## config.mk

```make
export PLATFORM = sky130hd
export DESIGN_NAME = cpu_datapath
export DESIGN_NICKNAME = d
export VERILOG_FILES = /design/src/rtl/cpu_datapath.sv
export SDC_FILE = /design/constraint.sdc
export NUM_CORES = 1
export LEC_CHECK = 0
export ABC_CLOCK_PERIOD_IN_PS = 4790
export CORE_MARGIN = 3
export CORE_UTILIZATION = 53
export DETAILED_ROUTE_END_ITERATION = 12
export PLACE_DENSITY = 0.81
export REMOVE_ABC_BUFFERS = 1
export SLEW_MARGIN = 5
export SYNTH_ARGS = -nofsm -noshare
export SYNTH_HDL_FRONTEND = slang
export SYNTH_SLANG_ARGS = --single-unit
```

## constraint.sdc

```tcl
create_clock -name clk -period 4.79 [get_ports clk]
set_input_delay 0.958 -clock clk [delete_from_list [all_inputs] [get_ports clk]]
set_output_delay 0.958 -clock clk [all_outputs]
set_load 0.1 [all_outputs]
```

## src/rtl/cpu_datapath.sv

```systemverilog
// Register/bus/ALU datapath of the 8-bit CPU. Registers update one edge after the control word;
// bus, ALU and memory strobes are combinational. No backpressure: the controller owns all sequencing.
module cpu_datapath (
   input  logic        clk,
   input  logic        rst,
   input  logic [23:0] ctrl,
   input  logic [7:0]  mem_rdata,
   output logic [15:0] mem_addr,
   output logic [7:0]  mem_wdata,
   output logic        mem_rd,
   output logic        mem_wr,
   output logic [7:0]  opcode,
   output logic        z_flag,
   output logic [7:0]  ac_out,
   output logic [15:0] pc_out
);

   localparam int RLOAD  = 19;
   localparam int TRLOAD = 18;
   localparam int ARLOAD = 17;
   localparam int ARINC  = 16;
   localparam int PCLOAD = 15;
   localparam int PCINC  = 14;
   localparam int DRLOAD = 13;
   localparam int ACLOAD = 12;
   localparam int IRLOAD = 11;
   localparam int ZLOAD  = 10;
   localparam int MEMBUS = 9;
   localparam int BUSMEM = 8;
   localparam int PCBUS  = 7;
   localparam int DRHBUS = 6;
   localparam int DRLBUS = 5;
   localparam int TRBUS  = 4;
   localparam int RBUS   = 3;
   localparam int ACBUS  = 2;
   localparam int READ   = 1;
   localparam int WRITE  = 0;

   logic [15:0] ar_q, ar_d, pc_q, pc_d;
   logic [7:0]  dr_q, dr_d, tr_q, tr_d, ir_q, ir_d, r_q, r_d, ac_q, ac_d;
   logic        z_q, z_d;
   logic [15:0] bus;
   logic [7:0]  alu_res;
   logic [3:0]  alu_op;

   assign alu_op = ctrl[23:20];

   // Wired-OR bus: DRHBUS+TRBUS is how {DR,TR} forms a 16-bit address.
   assign bus = ({16{ctrl[PCBUS]}}                 & pc_q)
              | ({16{ctrl[DRHBUS]}}                & {dr_q, 8'h00})
              | ({16{ctrl[DRLBUS]}}                & {8'h00, dr_q})
              | ({16{ctrl[TRBUS]}}                 & {8'h00, tr_q})
              | ({16{ctrl[RBUS]}}                  & {8'h00, r_q})
              | ({16{ctrl[ACBUS]}}                 & {8'h00, ac_q})
              | ({16{ctrl[MEMBUS] & ctrl[READ]}}   & {8'h00, mem_rdata});

   always_comb begin
      alu_res = bus[7:0];
      case (alu_op)
         4'b0001: alu_res = ac_q + bus[7:0];
         4'b0010: alu_res = ac_q - bus[7:0];
         4'b0011: alu_res = ac_q + 8'd1;
         4'b0100: alu_res = 8'h00;
         4'b0101: alu_res = ac_q & bus[7:0];
         4'b0110: alu_res = ac_q | bus[7:0];
         4'b0111: alu_res = ac_q ^ bus[7:0];
         4'b1000: alu_res = ~ac_q;
         default: alu_res = bus[7:0];
      endcase
   end

   always_comb begin
      ar_d = ar_q;
      pc_d = pc_q;
      dr_d = dr_q;
      tr_d = tr_q;
      ir_d = ir_q;
      r_d  = r_q;
      ac_d = ac_q;
      z_d  = z_q;
      if (ctrl[ARLOAD])      ar_d = bus;
      else if (ctrl[ARINC])  ar_d = ar_q + 16'd1;
      if (ctrl[PCLOAD])      pc_d = bus;
      else if (ctrl[PCINC])  pc_d = pc_q + 16'd1;
      if (ctrl[DRLOAD])      dr_d = bus[7:0];
      // IR, TR and R load over dedicated paths from the pre-edge register values.
      if (ctrl[IRLOAD])      ir_d = dr_q;
      if (ctrl[TRLOAD])      tr_d = dr_q;
      if (ctrl[RLOAD])       r_d  = ac_q;
      if (ctrl[ACLOAD])      ac_d = alu_res;
      if (ctrl[ACLOAD] || ctrl[ZLOAD]) z_d = (alu_res == 8'h00);
   end

   always_ff @(posedge clk or posedge rst) begin
      if (rst) begin
         ar_q <= 16'h0000;
         pc_q <= 16'h0000;
         dr_q <= 8'h00;
         tr_q <= 8'h00;
         ir_q <= 8'h00;
         r_q  <= 8'h00;
         ac_q <= 8'h00;
         z_q  <= 1'b0;
      end else begin
         ar_q <= ar_d;
         pc_q <= pc_d;
         dr_q <= dr_d;
         tr_q <= tr_d;
         ir_q <= ir_d;
         r_q  <= r_d;
         ac_q <= ac_d;
         z_q  <= z_d;
      end
   end

   assign mem_addr  = ar_q;
   assign mem_wdata = bus[7:0];
   assign mem_rd    = ctrl[READ];
   assign mem_wr    = ctrl[WRITE] & ctrl[BUSMEM];
   assign opcode    = ir_q;
   assign z_flag    = z_q;
   assign ac_out    = ac_q;
   assign pc_out    = pc_q;

endmodule

```

Yosys cells after proc, flatten, opt, wreduce, memory -nomap -nowiden
Index checks and enable logic that the tools add are counted.
{ "totals": {"ff_bits": 73, "input_bits": 34, "elab_cells": 49} }
{ "classes": {"n_addsub": 5, "eq_ne": 8, "n_mux": 5, "bitwise_logic": 19, "reduce_logical": 4} }
{ "ops": {"columns": ["operator", "count"], "rows": [
  ["$or A16 B16 Y16", 6],
  ["$and A16 B8 Y16", 5],
  ["$mux W16", 4],
  ["$pmux W8 S8", 1],
  ["$add A16 B1 Y16 const B", 2],
  ["$and A16 B16 Y16", 2],
  ["$eq A4 B3 Y1 const B", 4],
  ["$add A8 B1 Y8 const B", 1],
  ["$add A8 B8 Y8", 1],
  ["$and A8 B8 Y8", 1],
  ["$eq A4 B2 Y1 const B", 2],
  ["$logic_not A8 Y1", 1],
  ["$not A8 Y8", 1],
  ["$or A8 B8 Y8", 1],
  ["$sub A8 B8 Y8", 1],
  ["$xor A8 B8 Y8", 1],
  ["$eq A4 B1 Y1 const B", 1],
  ["$eq A4 B4 Y1 const B", 1],
  ["$reduce_bool A2 Y1", 2],
  ["$and A1 B1 Y1", 2],
  ["$logic_or A1 B1 Y1", 1]
]} }

Longest topological paths before layout
Gate-level depths: netlist (run 1).
{ "logic_depth": {"ltp_word": 10, "depth_mapped": 18, "ltp_nobuf": 16} }

Worst setup path after synthesis (run 1)
OpenSTA, ideal clock, no wires.
{ "synth_path": {"path_kind": "input to register", "from": "input port ctrl[3]", "to": "register z_q (netlist: z_flag)", "setup_time_ns": 0.070, "arrival_ns": 4.459, "required_ns": 4.720, "slack_ns": 0.261, "cell_stages": 18, "path_buffers": 2, "path_cell_list": "buf_6 -> a222oi_1 -> and4_1 -> buf_2 -> inv_1 -> nor4_4 -> nand2_1 -> o211ai_1 -> o31a_1 -> o22ai_1 -> ha_1 -> nand2b_1 -> nor2_1 -> mux2_2 -> a211oi_1 -> o21ai_0 -> nor4_1 -> a32o_2"} }
{ "synth_between": {"elab_chain_len": 7, "word_cells_on_any_way": 11} }
{ "synth_rtl": {"columns": ["item", "line_no", "rtl"], "rows": [
  ["from (decl)", "6", "input logic [23:0] ctrl,"],
  ["$and A16 B8 Y16 (*)", "53", "| ({16{ctrl[RBUS]}} & {8'h00, r_q})"],
  ["$or A16 B16 Y16 (*)", "53", null],
  ["$or A16 B16 Y16 (*)", "54", "| ({16{ctrl[ACBUS]}} & {8'h00, ac_q})"],
  ["$or A16 B16 Y16 (*)", "55", "| ({16{ctrl[MEMBUS] & ctrl[READ]}} & {8'h00, mem_rdata});"],
  ["net mem_wdata[3]", "9", "output logic [7:0] mem_wdata,"],
  ["$sub A8 B8 Y8 (tied with other cells)", "61", "4'b0010: alu_res = ac_q - bus[7:0];"],
  ["$pmux W8 S8 (*)", "59", "case (alu_op)"],
  ["$logic_not A8 Y1 (*)", "91", "if (ctrl[ACLOAD] || ctrl[ZLOAD]) z_d = (alu_res == 8'h00);"],
  ["to (signal assigned)", "112", "z_q <= z_d;"],
  ["to (decl)", "41", "logic z_q, z_d;"]
]} }
The timed path passes the listed nets; every way through them passes the cells marked *.
A chain may end at the register's enable or synchronous reset.

Worst setup path after layout (run 1)
{ "layout_path": {"from": "input port ctrl[3]", "to": "register z_q (netlist: z_flag)"} }
{ "layout_between": {"elab_chain_len": 7, "word_cells_on_any_way": 11} }
{ "layout_rtl": {"columns": ["item", "line_no"], "rows": [
  ["$and A16 B8 Y16 (*)", "53"],
  ["$or A16 B16 Y16 (*)", "53"],
  ["$or A16 B16 Y16 (*)", "54"],
  ["$or A16 B16 Y16 (*)", "55"],
  ["$sub A8 B8 Y8 (tied with other cells)", "61"],
  ["$pmux W8 S8 (*)", "59"],
  ["$logic_not A8 Y1 (*)", "91"]
]} }
Mark *: on every way between the ends. The rest lies on a longest branch, timed or not.

==> Implementation_results.wiki, run 1 <==
{| class="wikitable"
! Metric !! Value
|-
| Placeable Area || 0.00889 sq mm
|-
| Synthesis Warnings || 0
|-
| Synth area leader || sky130_fd_sc_hd__dfrtp_1
|-
| Combinational family with the most area after synthesis || simple AND/OR/NAND/NOR gates
|-
| Power density of the placed cells || approximately 440 mW/mm^2
|-
| Most used standard cell by instance count after synthesis || sky130_fd_sc_hd__dfrtp_1
|-
| Final-stage net count || 706
|-
| Cell depth of the worst min-delay path || 1
|-
| Cell leakage power || about 0.0025 uW
|-
| Adder-Cell Fraction of Synth Area || 6.74%
|-
| Detailed-placement wirelength estimate || around 11000 um
|-
| Hold/Removal Path Class || reg2reg
|-
| Antenna violations before repair || 0
|-
| Reg2reg path depth || 16
|-
| Num rows || 34
|-
| # IOs || 93
|-
| Die area || 0.0105 sq mm
|-
| Number of buffers on the longest clock path || 2
|-
| Number of unique standard cell types used by synthesis || 59
|-
| Total power after layout || 2720 uW
|-
| Actual slew at the worst max-slew pin || roughly 980 ps
|-
| Area used by sequential logic in the layout || 0.00183 sq mm
|-
| Compound-gate portion of the synthesized area || between 10% and 20%
|-
| Count of maximum capacitance violations || 0
|-
| Kind of end point of the critical path || register
|-
| Synth-to-layout area growth || 24.3%
|-
| Crit path kind || in2reg
|-
| Endpoint of the worst hold-timing path || opcode[4]$_DFFE_PP0P_
|-
| Vert. Die Dim || 103 um
|-
| Global-route usage over all layers || 28.2%
|-
| Clock tree skew after final layout || between 10 and 15 ps
|-
| Required @ worst endpoint || a little over 5000 ps
|-
| R2r setup slk || ~960 ps
|-
| DRC marker count from the first detailed-route iteration || 463
|-
| Commonest cells post-synth || sky130_fd_sc_hd__dfrtp_1 (73), sky130_fd_sc_hd__nand2_1 (69), sky130_fd_sc_hd__nor2_1 (49), sky130_fd_sc_hd__a21oi_1 (39), sky130_fd_sc_hd__o21ai_0 (32)
|-
| Setup repair after global routing missed its margin || no
|-
| Via density || 6.22
|-
| Antenna Nets Post-Route || 0
|-
| Multiplexer fraction of the synthesized cell area || 7.58%
|-
| GRT overflow || 0
|-
| Total number of vias || about 4700
|-
| Final estimated routing congestion in global placement || 0.950
|-
| Routed length per instance || 19.1 um
|-
| Reg-to-reg critical path startpoint || ac_out[1]$_DFFE_PP0P_
|-
| Remaining routing DRC violations || 0
|-
| Width of the die || 103 um
|-
| Final count of hold timing violations || 0
|-
| HP Start || opcode[4]$_DFFE_PP0P_
|-
| Reg-to-Reg End || z_flag$_DFFE_PP0P_
|-
| Number of enable-type register cells in the synthesized netlist || 0
|-
| Clock-pin transition on the worst setup and hold timing paths || 80 ps
|-
| TritonCTS sink count || 73
|-
| Avg Synthesized Cell Area || between 8 and 9 sq um
|-
| Clk root buf || sky130_fd_sc_hd__clkbuf_8
|-
| Number of cells produced by synthesis || roughly 560
|-
| Port Buffers || 92
|-
| Effective utilization at floorplan || 55.5%
|-
| Worst-case headroom to the max-slew limit || between 30 and 40%
|-
| Xor and xnor area share after synthesis || 5.50%
|-
| Ant. Diodes || 0
|-
| Multi-input gate area in the final layout || about 0.0028 sq mm
|-
| Top achievable clock speed || between 200 and 250 MHz
|-
| Simple-gate share of the synthesized area || 19.4%
|-
| Layout Utilization || around 70%
|-
| H-tree depth || 3
|-
| Number of iterations in the first detailed-routing pass || 5
|-
| Number of global-route vias before repair || 4382
|-
| Placed Instance Area || 0.00596 sq mm
|-
| Number of flip-flops and latches in the synthesized netlist || 73
|-
| Synth area leaders || sky130_fd_sc_hd__dfrtp_1 (37%), sky130_fd_sc_hd__ha_1 (6.3%), sky130_fd_sc_hd__mux2_2 (6.2%)
|-
| Fraction of final layout cells with drive strength greater than 1 || 14.4%
|-
| Mapped Area || 0.00494 sq mm
|-
| Arrival time at the worst endpoint || 4700 ps
|-
| Largest fanout of any net on the critical path || 5
|-
| Post-route minimum period || 4410 ps
|-
| Setup Viol. Count Final || 0
|-
| Status || complete, no violations
|-
| Worst Hold Slack || 511 ps
|-
| Area share of the largest cell type after synthesis || 37.0%
|-
| Post-synthesis sequential area ratio || a little under two fifths
|-
| Source-to-sink clock delay at the later pin of the worst-skew pair || 350 ps
|-
| Most used flip-flop cell after synthesis || sky130_fd_sc_hd__dfrtp_1
|-
| Wire length of the first global-routing pass || 22900 um
|-
| Final wirelength || 14500 um
|-
| Pin count of the biggest net entering global routing || 43
|-
| CTS tree || yes
|-
| FFs w/ async S/R, synth || 100%
|-
| TritonCTS Buffers || 9
|-
| Share of the clock period used by the worst path || 92.1%
|-
| Final number of max-transition violations || 0
|-
| Critical Path Source Type || primary input
|-
| Peak supply drop || 0.000310 V
|-
| Non-Filler Cell Area, Final || 0.00614 sq mm
|-
| Count of filler cells inserted in the layout || 725
|}
-- final cells by class --
class                           count  area share [%]
Clock inverter                      6           0.672
Timing Repair Buffer              117            17.6
Multi-Input combinational cell    426            46.2
Sequential cell                    73            29.7
Inverter                           19            1.28
Tap cell                          108            2.20
Clock buffer                       10            2.24
-- layout by cell type (no fill, tap or decap), types with 3 or more instances in the layout --
master / instances
sky130_fd_sc_hd__nand4_1: 8
sky130_fd_sc_hd__a311oi_1: 3
sky130_fd_sc_hd__dfrtp_1: 73
sky130_fd_sc_hd__nand2_1: 69
sky130_fd_sc_hd__xor2_1: 19
sky130_fd_sc_hd__o21ai_0: 32
sky130_fd_sc_hd__a32oi_1: 4
sky130_fd_sc_hd__a22o_1: 6
sky130_fd_sc_hd__and4_1: 8
sky130_fd_sc_hd__nor3_1: 13
sky130_fd_sc_hd__a21oi_1: 39
sky130_fd_sc_hd__buf_4: 35
sky130_fd_sc_hd__mux2i_1: 7
sky130_fd_sc_hd__and3_1: 10
sky130_fd_sc_hd__o22ai_1: 10
sky130_fd_sc_hd__xnor2_1: 12
sky130_fd_sc_hd__mux2_2: 27
sky130_fd_sc_hd__a22oi_1: 6
sky130_fd_sc_hd__clkdlybuf4s50_1: 82
sky130_fd_sc_hd__clkbuf_8: 10
sky130_fd_sc_hd__and2_1: 3
sky130_fd_sc_hd__a31oi_1: 3
sky130_fd_sc_hd__nor2b_1: 4
sky130_fd_sc_hd__nand2b_1: 5
sky130_fd_sc_hd__inv_1: 13
sky130_fd_sc_hd__nor2_1: 49
sky130_fd_sc_hd__inv_2: 4
sky130_fd_sc_hd__a222oi_1: 7
sky130_fd_sc_hd__nand3_1: 22
sky130_fd_sc_hd__a211oi_1: 4
sky130_fd_sc_hd__o211ai_1: 3
sky130_fd_sc_hd__clkinvlp_4: 3
sky130_fd_sc_hd__ha_1: 25
-- cell families (layout without fill, tap and decap cells) --
logic type,Yosys count,in the layout
compound gates,136,136
xor+xnor,31,31
fa+ha+maj,26,26
buf+inv,60,152
flops,73,73
mux,34,34
simple gates,199,199
-- how the worst max path moves through the flow --
stage | startpoint | endpoint | slack (ps) | cells after the start
4_1_cts | ctrl[3] | z_flag$_DFFE_PP0P_ | 340 | 17
5_1_grt | ctrl[3] | z_flag$_DFFE_PP0P_ | 90 | 17
3_5_place_dp | ctrl[3] | z_flag$_DFFE_PP0P_ | -30 | 17
2_1_floorplan | ctrl[3] | z_flag$_DFFE_PP0P_ | 390 | 16
6_report | ctrl[3] | z_flag$_DFFE_PP0P_ | 380 | 17
3_3_place_gp | ctrl[3] | z_flag$_DFFE_PP0P_ | 130 | 17
-- layer usage --
layer / track usage (%) / part of all wire, % / vias to the layer above
met1: 41.3 / 42 / 2225
li1: - / - / 2181
met3: 5.14 / 9.1 / 48
met4: 11.5 / 3.5 / 0
met5: 0 / 0 / -
met2: 41.5 / 46 / 264
-- sequential cells by signal, summed over array words and instances (netlist names) --
signal and flops:
ac_out 8, dr_q 8, mem_addr 16, opcode 8, z_flag 1, tr_q 8
pc_out 16, r_q 8
-- repair_timing --
action / CTS / global route
setup buffers: 0 / 0
hold buffers: 0 / 0
endpoints found under the setup margin: 0 / 1
gates resized for setup: 0 / 1
-- report_power, final --
group          leakage (uW)  internal (uW)  switching, uW
logic               0.00162            420            976
registers          0.000772            723            160
clock network     0.0000847            202            237
total               0.00248           1350           1370
-- worst max-delay path, stage by stage --
cell and delay (ps):
sky130_fd_sc_hd__clkdlybuf4s50_1 510, sky130_fd_sc_hd__a222oi_1 360, sky130_fd_sc_hd__and3_1 300, sky130_fd_sc_hd__inv_6 60, sky130_fd_sc_hd__nor4_4 370, sky130_fd_sc_hd__nand2_1 160, sky130_fd_sc_hd__o211ai_1 180, sky130_fd_sc_hd__o31a_1 150
sky130_fd_sc_hd__o22ai_1 80, sky130_fd_sc_hd__ha_1 340, sky130_fd_sc_hd__nand2b_1 110, sky130_fd_sc_hd__nor2_1 40, sky130_fd_sc_hd__mux2_2 270, sky130_fd_sc_hd__a211oi_2 250, sky130_fd_sc_hd__o21ai_0 110, sky130_fd_sc_hd__nor4_1 240
sky130_fd_sc_hd__a32o_2 220
-- through the flow --
| step | setup slack, ps | std cells | TNS [ps] |
|---|---|---|---|
| 3_5_place_dp | -33.7 | 743 | -33.7 |
| 6_report | 378 | 759 | 0 |
| 2_1_floorplan | 393 | 518 | 0 |
| 5_1_grt | 87.3 | 759 | 0 |
| 3_3_place_gp | 126 | 743 | 0 |
| 4_1_cts | 338 | 759 | 0 |
Note: power is estimated with default switching activity, not from simulation.
==> run 2, diff against run 1 <==
--- a/config.mk
+++ b/config.mk
@@ -7,9 +7,8 @@
 export LEC_CHECK = 0
 export ABC_CLOCK_PERIOD_IN_PS = 4790
 export CORE_MARGIN = 3
-export CORE_UTILIZATION = 53
+export CORE_UTILIZATION = 35
 export DETAILED_ROUTE_END_ITERATION = 12
-export PLACE_DENSITY = 0.81
 export REMOVE_ABC_BUFFERS = 1
 export SLEW_MARGIN = 5
 export SYNTH_ARGS = -nofsm -noshare
==> constraint.sdc (replaced) <==
create_clock -name clk -period 4.79 [get_ports clk]
set_input_delay 0.7185 -clock clk [delete_from_list [all_inputs] [get_ports clk]]
set_output_delay 0.7185 -clock clk [all_outputs]
set_load 0.1 [all_outputs]
==> Implementation_results.wiki, run 2 (synthesized netlist as in run 1, its figures left out) <==
{| class="wikitable"
! Metric !! Value
|-
| Source-to-sink clock delay at the later pin of the worst-skew pair || 330 ps (-20 ps)
|-
| Final wirelength || 14900 um (+2.6%)
|-
| Commonest non-fill, non-tap cells in the layout || sky130_fd_sc_hd__clkdlybuf4s50_1 (84), sky130_fd_sc_hd__dfrtp_1 (73), sky130_fd_sc_hd__nand2_1 (69)
|-
| Clock-pin transition on the worst setup and hold timing paths || 60 ps (-20 ps)
|-
| Top achievable clock speed || 232 MHz (+2.5%)
|-
| DRC marker count from the first detailed-route iteration || 507 (+9.5%)
|-
| Non-Filler Cell Area, Final || 0.00632 sq mm (+2.9%)
|-
| TritonCTS sink count || 73 (unchanged)
|-
| Actual slew at the worst max-slew pin || 1030 ps (+42.7 ps)
|-
| Power Internal || 1600 uW (+19%)
|-
| Crit path kind || in2reg
|-
| Arrival time at the worst endpoint || 4580 ps (-120 ps)
|-
| Cell leakage power || 0.00251 uW (+1.5%)
|-
| Net switching fraction of the power || 46.6% (-4.0 points)
|-
| Cell family with most CP delay || compound AO/OA/AOI/OAI gates
|-
| Share of the clock period used by the worst path || 89.8% (-2.3 points)
|-
| Port Buffers || 92 (unchanged)
|-
| Worst-case headroom to the max-slew limit || 31.5% (-2.7 points)
|-
| Clk root buf || sky130_fd_sc_hd__clkbuf_16
|-
| Synth-to-layout area growth || 28.0%
|-
| Final estimated routing congestion in global placement || 0.881 (-7.3%)
|-
| H-tree depth || 3 (unchanged)
|-
| Count of buffering cells on the critical path with inverters included || 2 (unchanged)
|-
| Number of buffers on the longest clock path || 2 (unchanged)
|-
| Largest fanout of any net on the critical path || 9 (+4)
|-
| CTS hold repair buffers || 0 (unchanged)
|-
| Number of post-CTS setup repair buffers || 0 (unchanged)
|-
| Kind of end point of the critical path || register
|-
| Ant. Diodes || 0 (unchanged)
|-
| Effective utilization at floorplan || 36.6% (-19 points)
|-
| Pin count of the biggest net entering global routing || 49 (+14%)
|-
| Status || complete, no violations
|-
| Total number of vias || 4585 (-2.8%)
|-
| Global-route usage over all layers || 18.7% (-9.5 points)
|-
| Wire length of the first global-routing pass || 23800 um (+3.9%)
|-
| Most common library cell in the layout ignoring fill and taps || sky130_fd_sc_hd__clkdlybuf4s50_1
|-
| Post-route minimum period || 4300 ps (-108 ps)
|-
| Count of maximum capacitance violations || 0 (unchanged)
|-
| Peak supply drop || 0.000252 V (-19%)
|-
| Setup Viol. Count Final || 0 (unchanged)
|-
| Critical Path Source Type || primary input
|-
| Final-stage net count || 700 (-0.85%)
|-
| PostCTS Resize Cnt || 0 (unchanged)
|-
| Detailed-placement wirelength estimate || 11100 um (+3.6%)
|-
| Width of the die || 125 um (+22%)
|-
| Setup TNS || 0 ps (unchanged)
|-
| Routed length per instance || 18.1 um (-5.1%)
|-
| Total power after layout || 2990 uW (+10%)
|-
| CTS tree || yes
|-
| Net switching power || 1390 uW (+1.5%)
|-
| Clock tree skew after final layout || 6.76 ps (-5.14 ps)
|-
| TritonCTS Buffers || 9 (unchanged)
|-
| Num rows || 42 (+24%)
|-
| Hold/Removal Path Class || reg2reg
|-
| Required @ worst endpoint || 5060 ps (-20 ps)
|-
| Delay contributed by the slowest stage of the critical path || 500 ps (about the same)
|-
| Cell-by-cell trace of the critical path || clkdlybuf4s50_1, a222oi_1, and4_4, inv_4, nor4_4, nand2_1, o211ai_1, o31a_1, o22ai_1, ha_1, nand2b_1, nor2_1, mux2_2, a211oi_1, o21ai_0, nor4_1, a32o_2
|-
| Final count of hold timing violations || 0 (unchanged)
|-
| Die area || 0.0156 sq mm (+48%)
|-
| Slowest stage cell on the critical path || sky130_fd_sc_hd__clkdlybuf4s50_1
|-
| Antenna violations before repair || 0 (unchanged)
|-
| # IOs || 93 (unchanged)
|-
| Fraction of power consumed by the clock network || 24.2% (+8.1 points)
|-
| Part of the power in combinational logic || 46.2% (-5.2 points)
|-
| Via density || 5.58 (-10%)
|-
| Count of filler cells inserted in the layout || 1303 (+80%)
|-
| Final number of max-transition violations || 0 (unchanged)
|-
| Number of iterations in the first detailed-routing pass || 5 (unchanged)
|-
| Worst Hold Slack || 507 ps (-3.48 ps)
|-
| Fraction of final layout cells with drive strength greater than 1 || 13.0% (-1.4 points)
|-
| Placed Instance Area || 0.00600 sq mm (+0.76%)
|-
| Antenna Nets Post-Route || 0 (unchanged)
|-
| Setup repair after global routing missed its margin || no
|-
| Power density of the placed cells || 474 mW/mm^2 (+7.0%)
|-
| Remaining routing DRC violations || 0 (unchanged)
|-
| GRT overflow || 0 (unchanged)
|-
| Number of global-route vias before repair || 4353 (-0.66%)
|-
| Fraction of power consumed by sequential logic || 29.6% (-2.9 points)
|-
| Placeable Area || 0.0135 sq mm (+52%)
|-
| Vert. Die Dim || 125 um (+22%)
|}
-- run 2: cell types whose count changed in the layout (fill, tap and decap cells not counted), sizes merged --
cell           previous run  this run
clkinvlp                  3         1
buf                      35        27
clkdlybuf4s50            82        84
bufinv                    0         2
-- run 2: power groups by stage --
stage	clock network (uW)	registers [uW]	logic (uW)
after global routing	768	900	1470
after detailed placement	0	892	1380
after floorplan	0	1370	491
final	725	885	1380
after global placement	0	888	1370
after CTS	735	882	1380
-- run 2: final cells by class --
type                       instances  area [sq um]  area share, %
inverter                          19          78.8           1.25
timing repair buffer             111          1040           16.5
multi-input combinational        426          2830           44.8
tap                              176           220           3.48
clock buffer                      10           229           3.62
clock inverter                     6          90.1           1.43
sequential                        73          1830           28.9
-- run 2: final timing paths --
path | startpoint | end | slack, ps | depth (start not counted)
setup / recovery | ctrl[3] | z_flag$_DFFE_PP0P_ | 490 | 17
hold / removal | opcode[1]$_DFFE_PP0P_ | opcode[1]$_DFFE_PP0P_ | 510 | 1
setup reg to reg | ac_out[1]$_DFFE_PP0P_ | z_flag$_DFFE_PP0P_ | 870 | 16
hold reg to reg | opcode[1]$_DFFE_PP0P_ | opcode[1]$_DFFE_PP0P_ | 510 | 1
max in group asynchronous | rst | dr_q[4]$_DFFE_PP0P_ | 2890 | 3
min in group asynchronous | rst | mem_addr[3]$_DFFE_PP0P_ | 960 | 2
-- run 2: metal layers --
metal / up-vias / track usage (%) / part of all wire, %
met2: 200 / 29.2 / 45
met1: 2175 / 26.4 / 45
met4: 0 / 6.00 / 2.3
met3: 28 / 3.26 / 7.8
li1: 2182 / - / -
met5: - / 0 / 0
-- run 2: per-stage QoR --
| stage | util [%] | worst slack, ps | std cells |
|---|---|---|---|
| 3_3_place_gp | 44.4 | 314 | 805 |
| 5_1_grt | 46.8 | 140 | 821 |
| 6_report | 46.8 | 487 | 821 |
| 2_1_floorplan | - | 437 | 518 |
| 4_1_cts | 46.8 | 503 | 821 |
| 3_5_place_dp | 44.4 | 164 | 805 |
==> run 3, diff against run 2 <==
--- a/config.mk
+++ b/config.mk
@@ -6,7 +6,6 @@
 export NUM_CORES = 1
 export LEC_CHECK = 0
 export ABC_CLOCK_PERIOD_IN_PS = 4790
-export CORE_MARGIN = 3
 export CORE_UTILIZATION = 35
 export DETAILED_ROUTE_END_ITERATION = 12
 export REMOVE_ABC_BUFFERS = 1
==> constraint.sdc (replaced) <==
create_clock -name clk -period 4.79 [get_ports clk]
set_input_delay 1.1975 -clock clk [delete_from_list [all_inputs] [get_ports clk]]
set_output_delay 1.1975 -clock clk [all_outputs]
set_load 0.1 [all_outputs]
==> Implementation_results.wiki, run 3 (synthesized netlist as in run 1, its figures left out) <==
{| class="wikitable"
! Metric !! Value
|-
| Status || complete, no violations
|-
| Share of the clock period used by the worst path || 94.9% (+5.0 points)
|-
| Clk root buf || sky130_fd_sc_hd__clkbuf_16
|-
| Top achievable clock speed || 220 MHz (-5.3%)
|-
| TritonCTS sink count || 73 (unchanged)
|-
| Clock tree skew after final layout || 9.22 ps (+2.47 ps)
|-
| Via density || 5.54 (-0.84%)
|-
| Clock-pin transition on the worst setup and hold timing paths || 70 ps (about the same)
|-
| Placeable Area || 0.0138 sq mm (+2.4%)
|-
| Count of maximum capacitance violations || 0 (unchanged)
|-
| Final number of max-transition violations || 0 (unchanged)
|-
| PostCTS Resize Cnt || 0 (unchanged)
|-
| Number of iterations in the first detailed-routing pass || 7 (+2)
|-
| Critical Path Source Type || primary input
|-
| Number of buffers on the longest clock path || 2 (unchanged)
|-
| Setup repair after global routing missed its margin || no
|-
| Count of buffering cells on the critical path with inverters included || 3 (+1)
|-
| CTS hold repair buffers || 0 (unchanged)
|-
| Worst-case headroom to the max-slew limit || 25.8% (-5.7 points)
|-
| Actual slew at the worst max-slew pin || 1110 ps (+83.7 ps)
|-
| Total power after layout || 3070 uW (+2.5%)
|-
| Number of post-CTS setup repair buffers || 0 (unchanged)
|-
| Met3 track utilization from global routing || 3.77% (+0.51 points)
|-
| Antenna violations before repair || 0 (unchanged)
|-
| Final worst slack || 245 ps (-241 ps)
|-
| Source-to-sink clock delay at the later pin of the worst-skew pair || 340 ps (about the same)
|-
| GR Layer Usage met1 || 31.7% (+5.4 points)
|-
| Remaining routing DRC violations || 0 (unchanged)
|-
| Cell leakage power || 0.00272 uW (+8.3%)
|-
| Arrival time at the worst endpoint || 4820 ps (+240 ps)
|-
| Hold/Removal Path Class || reg2reg
|-
| Final-stage net count || 729 (+4.1%)
|-
| Setup Viol. Count Final || 0 (unchanged)
|-
| Pin count of the biggest net entering global routing || 74 (+51%)
|-
| Area used by sequential logic in the layout || 0.00183 sq mm (unchanged)
|-
| GRT overflow || 0 (unchanged)
|-
| Vert. Die Dim || 121 um (-3.2%)
|-
| Wire length of the first global-routing pass || 24600 um (+3.3%)
|-
| Final wirelength || 15400 um (+3.8%)
|-
| Crit path kind || in2reg
|-
| Number of logic stages on the critical path including buffering || 16 (-1)
|-
| Commonest non-fill, non-tap cells in the layout || sky130_fd_sc_hd__clkdlybuf4s50_1 (79), sky130_fd_sc_hd__dfrtp_1 (73), sky130_fd_sc_hd__nand2_1 (68)
|-
| Global-route usage over all layers || 21.9% (+3.2 points)
|-
| Number of placed instances, taps included || 838 (+4.1%)
|-
| Port Buffers || 92 (unchanged)
|-
| Width of the die || 121 um (-3.2%)
|-
| Fraction of final layout cells with drive strength greater than 1 || 17.7% (+4.6 points)
|-
| Final count of hold timing violations || 0 (unchanged)
|-
| Peak-usage layer in the global routing report || met2
|-
| H-tree depth || 3 (unchanged)
|-
| Delay contributed by the slowest stage of the critical path || 470 ps (-30 ps)
|-
| Ant. Diodes || 0 (unchanged)
|-
| Total number of vias || 4729 (+3.1%)
|-
| Kind of end point of the critical path || register
|-
| Post-route minimum period || 4540 ps (+241 ps)
|-
| Num rows || 43 (+2.4%)
|-
| Effective utilization at floorplan || 35.7% (-0.85 points)
|-
| TritonCTS Buffers || 9 (unchanged)
|-
| Required @ worst endpoint || 5070 ps (about the same)
|-
| Setup WS pre-CTS || -229 ps (-394 ps)
|-
| # IOs || 93 (unchanged)
|-
| Slowest stage cell on the critical path || sky130_fd_sc_hd__clkdlybuf4s50_1
|-
| Multi-input gate area in the final layout || 0.00285 sq mm (+0.44%)
|-
| CTS tree || yes
|-
| Synth-to-layout area growth || 34.6%
|-
| Most common library cell in the layout ignoring fill and taps || sky130_fd_sc_hd__clkdlybuf4s50_1
|-
| Cell depth of the worst min-delay path || 1 (unchanged)
|-
| Routed length per instance || 18.1 um (-0.22%)
|-
| Power density of the placed cells || 461 mW/mm^2 (-2.6%)
|-
| Antenna Nets Post-Route || 0 (unchanged)
|-
| Reg2reg path depth || 15 (-1)
|-
| Met2 Use GR || 33.0% (+3.8 points)
|-
| Count of filler cells inserted in the layout || 1313 (+0.77%)
|-
| Number of global-route vias before repair || 4530 (+4.1%)
|-
| Final estimated routing congestion in global placement || 0.864 (-1.9%)
|-
| Post-route non-filler standard cell count || 854 (+4.0%)
|-
| DRC marker count from the first detailed-route iteration || 480 (-5.3%)
|-
| Largest fanout of any net on the critical path || 7 (-2)
|-
| Die area || 0.0146 sq mm (-6.3%)
|-
| Peak supply drop || 0.000240 V (-5.0%)
|-
| Cell-by-cell trace of the critical path || clkdlybuf4s50_1, buf_4, a222oi_1, and4_1, inv_2, nor3_1, a21oi_1, o22ai_1, ha_1, and2_1, a22o_1, mux2_2, a211oi_2, o21ai_0, nor4_1, a32o_2
|-
| Detailed-placement wirelength estimate || 11500 um (+4.2%)
|-
| Cell family with most CP delay || compound AO/OA/AOI/OAI gates
|}
run 3: cell types whose count changed in the layout (fill, tap and decap cells not counted), sizes merged:
| cell | delta |
|---|---|
| inv | +3 |
| buf | +31 |
| clkbuf | -1 |
| dlymetal6s2s | +3 |
| bufinv | -1 |
| clkdlybuf4s50 | -5 |
| clkinvlp | +1 |
| clkinv | -2 |
run 3: cell type report:
cell class                      instances  share of cell area, %
Clock buffer                            9                   3.39
Clock inverter                          7                   1.24
Inverter                               19                   1.19
Multi-Input combinational cell        426                   42.8
Sequential cell                        73                   27.5
Tap cell                              180                   3.39
Timing Repair Buffer                  140                   20.5
run 3: where the power goes:
part	internal [uW]	switching, uW
sequential	724	151
combinational	479	1000
clock	413	301
total	1620	1450
run 3: worst register-to-register path, delay by kind of cell, from the launching register on:
| family | cells | cell delay [ps] |
|---|---|---|
| compound gates | 7 | 1390 |
| simple gates | 5 | 1160 |
| flops | 1 | 520 |
| fa+ha+maj | 1 | 320 |
| mux | 1 | 290 |
| buf+inv | 1 | 50 |
run 3: path summary, 6_finish.rpt:
| kind | startpoint | end | slack [ps] |
|---|---|---|---|
| max | ctrl[7] | z_flag$_DFFE_PP0P_ | 250 |
| min | opcode[3]$_DFFE_PP0P_ | opcode[3]$_DFFE_PP0P_ | 500 |
| max reg2reg | ac_out[1]$_DFFE_PP0P_ | z_flag$_DFFE_PP0P_ | 1020 |
| min reg2reg | opcode[3]$_DFFE_PP0P_ | opcode[3]$_DFFE_PP0P_ | 500 |
| max in group asynchronous | rst | pc_out[4]$_DFFE_PP0P_ | 2680 |
| min in group asynchronous | rst | mem_addr[4]$_DFFE_PP0P_ | 1460 |
run 3: metal layers:
layer / up-vias / routed length (um)
met1: 2278 / 7260
met2: 192 / 6850
met5: - / 0
met4: 0 / 328
met3: 22 / 989
li1: 2237 / -
run 3: stage by stage:
| step | cell area [sq um] | TNS, ps | hold WS (ps) | utilization, % |
|---|---|---|---|---|
| global route | 6650 | 0 | 524 | 48.1 |
| global placement | 6320 | -62.7 | 490 | 45.7 |
| CTS | 6630 | 0 | 509 | 47.9 |
| finish | 6650 | 0 | 505 | 48.1 |
| floorplan | 4740 | 0 | 479 | - |
| detailed placement | 6320 | -273 | 495 | 45.7 |
